## config.mk

```make
export PLATFORM = sky130hd
export DESIGN_NAME = mux8_rr_arbiter_flat
export DESIGN_NICKNAME = d
export VERILOG_FILES = /design/src/rtl/mux8_rr_arbiter_pkg.sv /design/src/rtl/mux8_rr_arbiter_if.sv /design/src/rtl/mux8_rr_arbiter_rr_pick8.sv /design/src/rtl/mux8_rr_arbiter.sv /design/src/flat_wrapper.sv
export SDC_FILE = /design/constraint.sdc
export NUM_CORES = 1
export LEC_CHECK = 0
export CAP_MARGIN = 20
export CORE_MARGIN = 4
export CORE_UTILIZATION = 40
export DETAILED_ROUTE_END_ITERATION = 16
export GPL_TIMING_DRIVEN = 0
export PLACE_DENSITY_LB_ADDON = 0.3
export SYNTH_ARGS = -nofsm -noshare
export SYNTH_HDL_FRONTEND = slang
export SYNTH_SLANG_ARGS = --single-unit
```

## constraint.sdc

```tcl
create_clock -name Clk -period 7.8 [get_ports Clk]
set_clock_uncertainty 0.05 [all_clocks]
set_input_delay 2.34 -clock Clk [delete_from_list [all_inputs] [get_ports Clk]]
set_output_delay 2.34 -clock Clk [all_outputs]
set_load 0.03 [all_outputs]
```

## src/rtl/mux8_rr_arbiter_pkg.sv

```systemverilog
// Shared types and sizes for the 8-source round-robin arbiter.
// Holds the FSM state encoding and the source/select widths.
package mux8_rr_arbiter_pkg;

   localparam int unsigned NUM_SRC = 8;
   localparam int unsigned SEL_W   = 3;
   localparam int unsigned CNT_W   = 8;

   typedef enum logic {
      IDLE  = 1'b0,
      GRANT = 1'b1
   } arb_state_e;

endpackage

```

## src/rtl/mux8_rr_arbiter_if.sv

```systemverilog
// Request/grant bundle between the sources and the arbiter.
// The arbiter side is the slave modport; the requester side is the master modport.
interface mux8_rr_arbiter_if;
   import mux8_rr_arbiter_pkg::*;

   logic [NUM_SRC-1:0] Req;
   logic               Done;
   logic [NUM_SRC-1:0] Grant;
   logic [SEL_W-1:0]   Sel;
   logic               Valid;
   logic               Timeout;

   modport master (
      output Req,
      output Done,
      input  Grant,
      input  Sel,
      input  Valid,
      input  Timeout
   );

   modport slave (
      input  Req,
      input  Done,
      output Grant,
      output Sel,
      output Valid,
      output Timeout
   );

endinterface

```

## src/rtl/mux8_rr_arbiter_rr_pick8.sv

```systemverilog
// Combinational round-robin search: first set Req bit starting at (Ptr+1) mod 8.
// Any is high when at least one source is requesting.
module rr_pick8
   import mux8_rr_arbiter_pkg::*;
(
   input  logic [NUM_SRC-1:0] Req,
   input  logic [SEL_W-1:0]   Ptr,
   output logic [SEL_W-1:0]   Win,
   output logic               Any
);

   logic [SEL_W-1:0] idx;

   // Walk from the farthest candidate back to the nearest so the nearest hit wins.
   always_comb begin
      Win = '0;
      idx = '0;
      for (int k = NUM_SRC; k >= 1; k--) begin
         idx = Ptr + SEL_W'(k);
         if (Req[idx]) begin
            Win = idx;
         end
      end
      Any = |Req;
   end

endmodule

```

## src/rtl/mux8_rr_arbiter.sv

```systemverilog
// Round-robin arbiter for an external 8:1 data mux: registered one-hot Grant, Sel,
// Valid and a Timeout pulse when a grant is force-released after MAX_HOLD cycles.
module mux8_rr_arbiter
   import mux8_rr_arbiter_pkg::*;
#(
   parameter int unsigned MAX_HOLD = 16
) (
   input logic              Clk,
   input logic              Reset,
   mux8_rr_arbiter_if.slave bus
);

   arb_state_e         state_q, state_d;
   logic [NUM_SRC-1:0] grant_q, grant_d;
   logic [SEL_W-1:0]   sel_q, sel_d;
   logic [SEL_W-1:0]   ptr_q, ptr_d;
   logic [CNT_W-1:0]   cnt_q, cnt_d;
   logic               valid_q, valid_d;
   logic               timeout_q, timeout_d;
   logic [SEL_W-1:0]   win;
   logic               any;
   logic               cnt_expired;
   logic               req_held;
   logic               release_now;

   rr_pick8 u_pick (
      .Req (bus.Req),
      .Ptr (ptr_q),
      .Win (win),
      .Any (any)
   );

   assign cnt_expired = (cnt_q == CNT_W'(MAX_HOLD - 1));
   assign req_held    = bus.Req[sel_q];
   assign release_now = bus.Done || !req_held || cnt_expired;

   always_ff @(posedge Clk) begin
      if (Reset) begin
         state_q   <= IDLE;
         grant_q   <= '0;
         sel_q     <= '0;
         ptr_q     <= SEL_W'(NUM_SRC - 1);
         cnt_q     <= '0;
         valid_q   <= 1'b0;
         timeout_q <= 1'b0;
      end else begin
         state_q   <= state_d;
         grant_q   <= grant_d;
         sel_q     <= sel_d;
         ptr_q     <= ptr_d;
         cnt_q     <= cnt_d;
         valid_q   <= valid_d;
         timeout_q <= timeout_d;
      end
   end

   always_comb begin
      state_d = state_q;
      unique case (state_q)
         IDLE:    if (any) state_d = GRANT;
         GRANT:   if (release_now) state_d = IDLE;
         default: state_d = IDLE;
      endcase
   end

   always_comb begin
      grant_d   = grant_q;
      sel_d     = sel_q;
      ptr_d     = ptr_q;
      cnt_d     = cnt_q;
      valid_d   = valid_q;
      timeout_d = 1'b0;
      unique case (state_q)
         IDLE: begin
            grant_d = '0;
            valid_d = 1'b0;
            if (any) begin
               grant_d[win] = 1'b1;
               sel_d        = win;
               ptr_d        = win;
               cnt_d        = '0;
               valid_d      = 1'b1;
            end
         end
         GRANT: begin
            if (release_now) begin
               grant_d   = '0;
               valid_d   = 1'b0;
               cnt_d     = '0;
               // Only a pure counter expiry reports a timeout.
               timeout_d = !bus.Done && req_held;
            end else begin
               cnt_d = cnt_q + 1'b1;
            end
         end
         default: begin
            grant_d = '0;
            valid_d = 1'b0;
         end
      endcase
   end

   assign bus.Grant   = grant_q;
   assign bus.Sel     = sel_q;
   assign bus.Valid   = valid_q;
   assign bus.Timeout = timeout_q;

endmodule

```

## src/flat_wrapper.sv

```systemverilog
// flat-port wrapper written by rule: the top's interface ports become plain ports
module mux8_rr_arbiter_flat import mux8_rr_arbiter_pkg::*;
#(
   parameter int unsigned MAX_HOLD = 16
)
  (Clk, Reset, bus_Req, bus_Done, bus_Grant, bus_Sel, bus_Valid, bus_Timeout);
  mux8_rr_arbiter_if bus_i ();
  input logic Clk;
  input logic Reset;
  input wire logic [$bits(bus_i.Req)-1:0] bus_Req;
  input wire logic [$bits(bus_i.Done)-1:0] bus_Done;
  output wire logic [$bits(bus_i.Grant)-1:0] bus_Grant;
  output wire logic [$bits(bus_i.Sel)-1:0] bus_Sel;
  output wire logic [$bits(bus_i.Valid)-1:0] bus_Valid;
  output wire logic [$bits(bus_i.Timeout)-1:0] bus_Timeout;
  assign bus_i.Req = bus_Req;
  assign bus_i.Done = bus_Done;
  assign bus_Grant = bus_i.Grant;
  assign bus_Sel = bus_i.Sel;
  assign bus_Valid = bus_i.Valid;
  assign bus_Timeout = bus_i.Timeout;
  mux8_rr_arbiter #(.MAX_HOLD(MAX_HOLD)) u_core (.Clk(Clk), .Reset(Reset), .bus(bus_i));
endmodule
```

Yosys cells after proc, flatten, opt, wreduce, memory -nomap -nowiden --
Cells that the tools add are included.
Cells by class: bitwise gates (word level) 2, equal/unequal tests 3, mux-type cells 39, magnitude comparators 11, reductions and logical operators 9, add/sub/neg operators 8
Operators by type and width (count):
- $lt A3 B4 Y1 const B | 10
- $mux W8 | 4
- $pmux W8 S2 | 2
- $bmux W1 S3 | 9
- $mux W3 | 8
- $mux W1 | 13
- $add A3 B3 Y3 const B | 4
- $add A8 B1 Y8 const B | 1
- $eq A8 B4 Y1 const B | 1
- $reduce_or A8 Y1 | 1
- $add A3 B2 Y3 const B | 2
- $pmux W1 S2 | 2
- $add A3 B1 Y3 const B | 1
- $demux W1 S3 | 1
- $ge A3 B1 Y1 const B | 1
- $reduce_or A3 Y1 | 1
- $logic_and A1 B1 Y1 | 2
- $logic_not A1 Y1 | 2
- $logic_or A1 B1 Y1 | 2
- $ne A2 B1 Y1 const B | 1
- $ne A2 B2 Y1 const B | 1
- $not A1 Y1 | 2
- $reduce_and A2 Y1 | 1
Word-level totals: output and inout port bits 13, word-level logic and storage cells 79, bits in registers 25, input port bits 11

Longest topological paths before layout --
Gate-level depths: netlist of run 1.
depth after elaboration 16, gate-level depth with buffers 13, depth with buffers taken out 9

By module --
Synthesis of run 1 repeated with hierarchy kept, for this count alone.
Unflattened totals: cell total of the unflattened synthesis 233, area total of the unflattened synthesis 1943.1 µm²
Modules (own cells, without submodules):
- mux8_rr_arbiter | instances 1, area an instance 1122.3 µm², cells each 134, sequential area each 500.5 µm²
- rr_pick8 | instances 1, area an instance 820.8 µm², cells each 99, sequential area each 0.0 µm²

Worst setup path after synthesis of run 1 --
Ideal clock, no wire load.
kind input -> register, start point in bus_Req[2], end point reg u_core.grant_q[0], in the netlist u_core.bus.Grant[0], buffers on the path 1, stages on the path 8, arrival time 4.274 ns, required time 7.666 ns, slack 3.391 ns, library setup time 0.084 ns, cells stage by stage buf_4 -> mux4_2 -> a311oi_2 -> a21oi_1 -> o211a_1 -> o211a_1 -> or3_4 -> o31ai_2
Between the ends: word-level cells in the longest chain between the ends 16, elaborated cells between the ends (all ways) 38, classes of those cells order compare: 2; eq/ne: 1; mux: 30; reduce/logical: 5
Ends and longest elaborated chain:
- from (decl) | RTL line flat_wrapper.sv:10 | input wire logic [$bits(bus_i.Req)-1:0] bus_Req;
- $bmux W1 S3 | RTL line mux8_rr_arbiter_rr_pick8.sv:20 | if (Req[idx]) begin
- $mux W1 (not written as such) | RTL line mux8_rr_arbiter_rr_pick8.sv:20
- $mux W3 (8 in a row) | RTL line mux8_rr_arbiter_rr_pick8.sv:20
- $lt A3 B4 Y1 (not written as such) or $ge A3 B1 Y1 (tied branches) | RTL line mux8_rr_arbiter.sv:78 | grant_d[win] = 1'b1;
- $logic_and A1 B1 Y1 (not written as such) | RTL line mux8_rr_arbiter.sv:78
- $mux W1 (not written as such) | RTL line mux8_rr_arbiter.sv:78
- $demux W1 S3
- $mux W8 | RTL line mux8_rr_arbiter.sv:77 | if (any) begin
- $pmux W8 S2 | RTL line mux8_rr_arbiter.sv:73 | unique case (state_q)
- to (signal assigned) | RTL line mux8_rr_arbiter.sv:48 | grant_q <= grant_d;
- to (decl) | RTL line mux8_rr_arbiter.sv:14 | logic [NUM_SRC-1:0] grant_q, grant_d;
Several ways; a longest one is shown, not always the timed one. The select of a mux whose other input is x is not followed. A chain may end at the register's enable or synchronous reset.

Worst setup path in the final report of run 1 --
start point in bus_Req[4], end point reg u_core.grant_q[6], in the netlist u_core.bus.Grant[6]
The elaborated chain is that of the path after synthesis.

==> flow_summary.json, run 1 <==
{
  "yosysTopAreaCell": "dfxtp_1",
  "tightest_slew_ns": 0.518,
  "cap_violations": 0,
  "layout.nets": 297,
  "crit_end": "u_core.bus.Grant[6]",
  "final_max_slew_viol_count": 0,
  "critPathMaxFanout": 10,
  "async_flop_share": 0,
  "hold_buffers": 0,
  "slowest_stage": "mux4_1",
  "syn_inst": 256,
  "hold_class": "reg2reg",
  "cts_buffers": 3,
  "die_h_um": 85.8,
  "setup.worst_path.start_class": "input port",
  "worstRegToRegCells": 11,
  "totalWireLength_um": 5810,
  "ctsResizeCount": 0,
  "ir_drop_uv": 184,
  "syn-cell-area_um2": 2420,
  "clock_latency_ns": 0.26,
  "post-route-period-util": 0.624,
  "yosysUniqueCellTypes": 65,
  "vias": 2118,
  "cp.arrival_ns": 5.00,
  "n_fill_cell": 583,
  "synth_area_leaders": "dfxtp_1 (21%), mux4_2 (13%), mux4_1 (5.4%)",
  "reg2reg_slack_ns": 4.23,
  "critPathBufInv": 2,
  "overflow": 0,
  "slew_headroom": 0.653,
  "antenna_found_initial": 0,
  "yosysTopAreaCellShare": 0.207,
  "cellPowerDensity_nw_per_um2": 441,
  "grt_start_max_net_pins": 14,
  "rr_startpoint": "u_core.ptr_q[1]",
  "firstDrtPassIters": 4,
  "antenna_left": 0,
  "via_per_inst": 5.93,
  "grt_usage": 0.166,
  "postLayoutCoreUtil": 0.472,
  "cp_num_cells": 9,
  "cts-root-buf": "clkbuf_8",
  "synth_edf_count": 0,
  "diodes": 0,
  "crit_start": "bus_Req[4]",
  "grt_pass1_vias": 1996,
  "ys.flop_type": "dfxtp_1",
  "required_ns": 7.93,
  "portBuffers": 22,
  "grt_pass1_wl_um": 9940,
  "tns_ns": 0,
  "fin_crit_ns": 4.87,
  "crit_chain": "clkdlybuf4s50_1 -> clkbuf_1 -> mux4_1 -> nor3_1 -> nor2_1 -> o211a_1 -> o211a_1 -> or3_4 -> o31ai_1",
  "path_delay_family": "compound AO/OA/AOI/OAI gates",
  "leakage_nw": 1.03,
  "finalHoldViolCount": 0,
  "path_clk_slew_ns": 0.08,
  "dieArea_um2": 7360,
  "cts_tree": "built",
  "rows": 28,
  "status": "completed",
  "core_um2": 5890,
  "cp_common_cell": "o211a_1",
  "layout-drive-gt1-share": 0.202,
  "worst_slack_ns": 2.93,
  "critPathKind": "in2reg",
  "syn_area_per_cell_um2": 9.45,
  "areaGrowthSynthToFinish_pct": 14.8,
  "worst_path_largest_cell_delay_ns": 0.60,
  "seq_area_frac_synth": 0.207,
  "synth_common_cells": "nand2_1 (27), dfxtp_1 (25), nor2_1 (19)",
  "htree_levels": 1,
  "yosysMostFrequentCell": "nand2_1",
  "setup_viol": 0,
  "synth_fp_nets": 270,
  "numClockSinks": 25,
  "drc": 0,
  "yosysWarnings": 0,
  "post_cts_buffers": 0,
  "start_util": 0.411,
  "post_drt_wl_per_cell_um": 16.3,
  "post-place-ws_ns": 2.68,
  "end_kind": "register",
  "clockBufferDepth": 2,
  "r2r_end": "u_core.bus.Grant[6]",
  "rsz0062_at_grt": "false",
  "max_freq_mhz": 205,
  "io_pins": 24,
  "ys_seq_elements": 25,
  "die-width_um": 85.8,
  "place.gp.congestion": 0.878,
  "hpwl_um": 4480,
  "drt_iter0_markers": 191,
  "dp_cells": 353,
  "fin_cells": 357
}
tightest hold or removal path, delay by kind of cell (launching register included):
kind            cells  cell delay, ns
simple gates        1            0.05
compound gates      1            0.05
flops               1            0.33
power by group:
part | switching (mW) | total (mW) | internal [mW]
clock | 0.0386 | 0.0751 | 0.0365
sequential | 0.0209 | 0.178 | 0.157
combinational | 0.524 | 0.973 | 0.448
through the flow:
stage / total power [mW] / cell area, um^2 / hold slack [ns]
after global routing: 1.32 / 2780 / 0.435
final: 1.23 / 2780 / 0.407
after global placement: 1.14 / 2730 / 0.393
after CTS: 1.22 / 2780 / 0.411
after detailed placement: 1.15 / 2730 / 0.391
after floorplan: 0.949 / 2420 / 0.408
cell families (layout without fill, tap and decap cells):
logic type	after synthesis	after routing	share of synthesized area
and+or+nand+nor	94	94	0.199
AOI/OAI and AO/OA	64	64	0.201
xor gates and xnor gates	6	6	0.0279
DFF	25	25	0.207
adders and majority gates	3	3	0.0155
buffers and inverters	29	55	0.0905
muxes	35	35	0.259
flip-flops by register name, indices dropped and copies added (netlist names):
| register | cells |
|---|---|
| u_core.state_q | 1 |
| u_core.bus.Valid | 1 |
| u_core.bus.Grant | 8 |
| u_core.bus.Timeout | 1 |
| u_core.bus.Sel | 3 |
| u_core.ptr_q | 3 |
| u_core.cnt_q | 8 |
cells in the final DEF (no fill, tap or decap), drive strengths merged, types with 9 or more instances in the layout:
master	n
o21ai	9
buf	14
clkbuf	13
dfxtp	25
a21oi	18
nand2	28
mux2i	9
nor2	19
mux4	19
clkdlybuf4s50	22
per-layer routing:
metal | global-route usage | vias up | share of wire
met3 | 0.0288 | 6 | 0.059
met1 | 0.230 | 1020 | 0.45
met4 | 0.0302 | 0 | 0.011
met2 | 0.274 | 69 | 0.48
met5 | 0 | - | 0
li1 | - | 1023 | -
worst min path at each step:
stage	slack (ns)	cells after the start	from	end
finish	0.41	2	u_core.bus.Grant[6]	u_core.bus.Grant[6]
global route	0.43	2	u_core.bus.Grant[2]	u_core.bus.Grant[2]
CTS	0.41	2	u_core.bus.Grant[3]	u_core.bus.Grant[3]
detailed placement	0.39	2	u_core.bus.Grant[6]	u_core.bus.Grant[6]
global placement	0.39	2	u_core.bus.Grant[6]	u_core.bus.Grant[6]
floorplan	0.41	2	u_core.cnt_q[7]	u_core.cnt_q[7]
cell type report:
class / count / area (um^2) / area share
repair buffers: 22 / 220 / 0.0792
clock buffers: 4 / 45.0 / 0.0162
plain buffers: 23 / 196 / 0.0707
multi-input cells: 202 / 1700 / 0.612
flip-flops and latches: 25 / 500 / 0.180
inverters: 6 / 22.5 / 0.00810
well taps: 75 / 93.8 / 0.0338
No activity file was read; power rests on OpenSTA's default activity.
==> run 2, diff against run 1 <==
==> constraint.sdc (replaced) <==
create_clock -name Clk -period 4.53 [get_ports Clk]
set_clock_uncertainty 0.05 [all_clocks]
set_input_delay 1.359 -clock Clk [delete_from_list [all_inputs] [get_ports Clk]]
set_output_delay 1.359 -clock Clk [all_outputs]
set_load 0.03 [all_outputs]
==> results of run 2 <==
The final DEF is identical to that of run 1. Status: completed.
Among the figures that moved: setup slack after placement 2.68 ns -> 0.388 ns; setup slack after layout 2.93 ns -> 0.642 ns; register-to-register setup slack 4.23 ns -> 0.96 ns; total power 1.23 mW -> 2.11 mW; worst IR drop on VDD 184 uV -> 318 uV
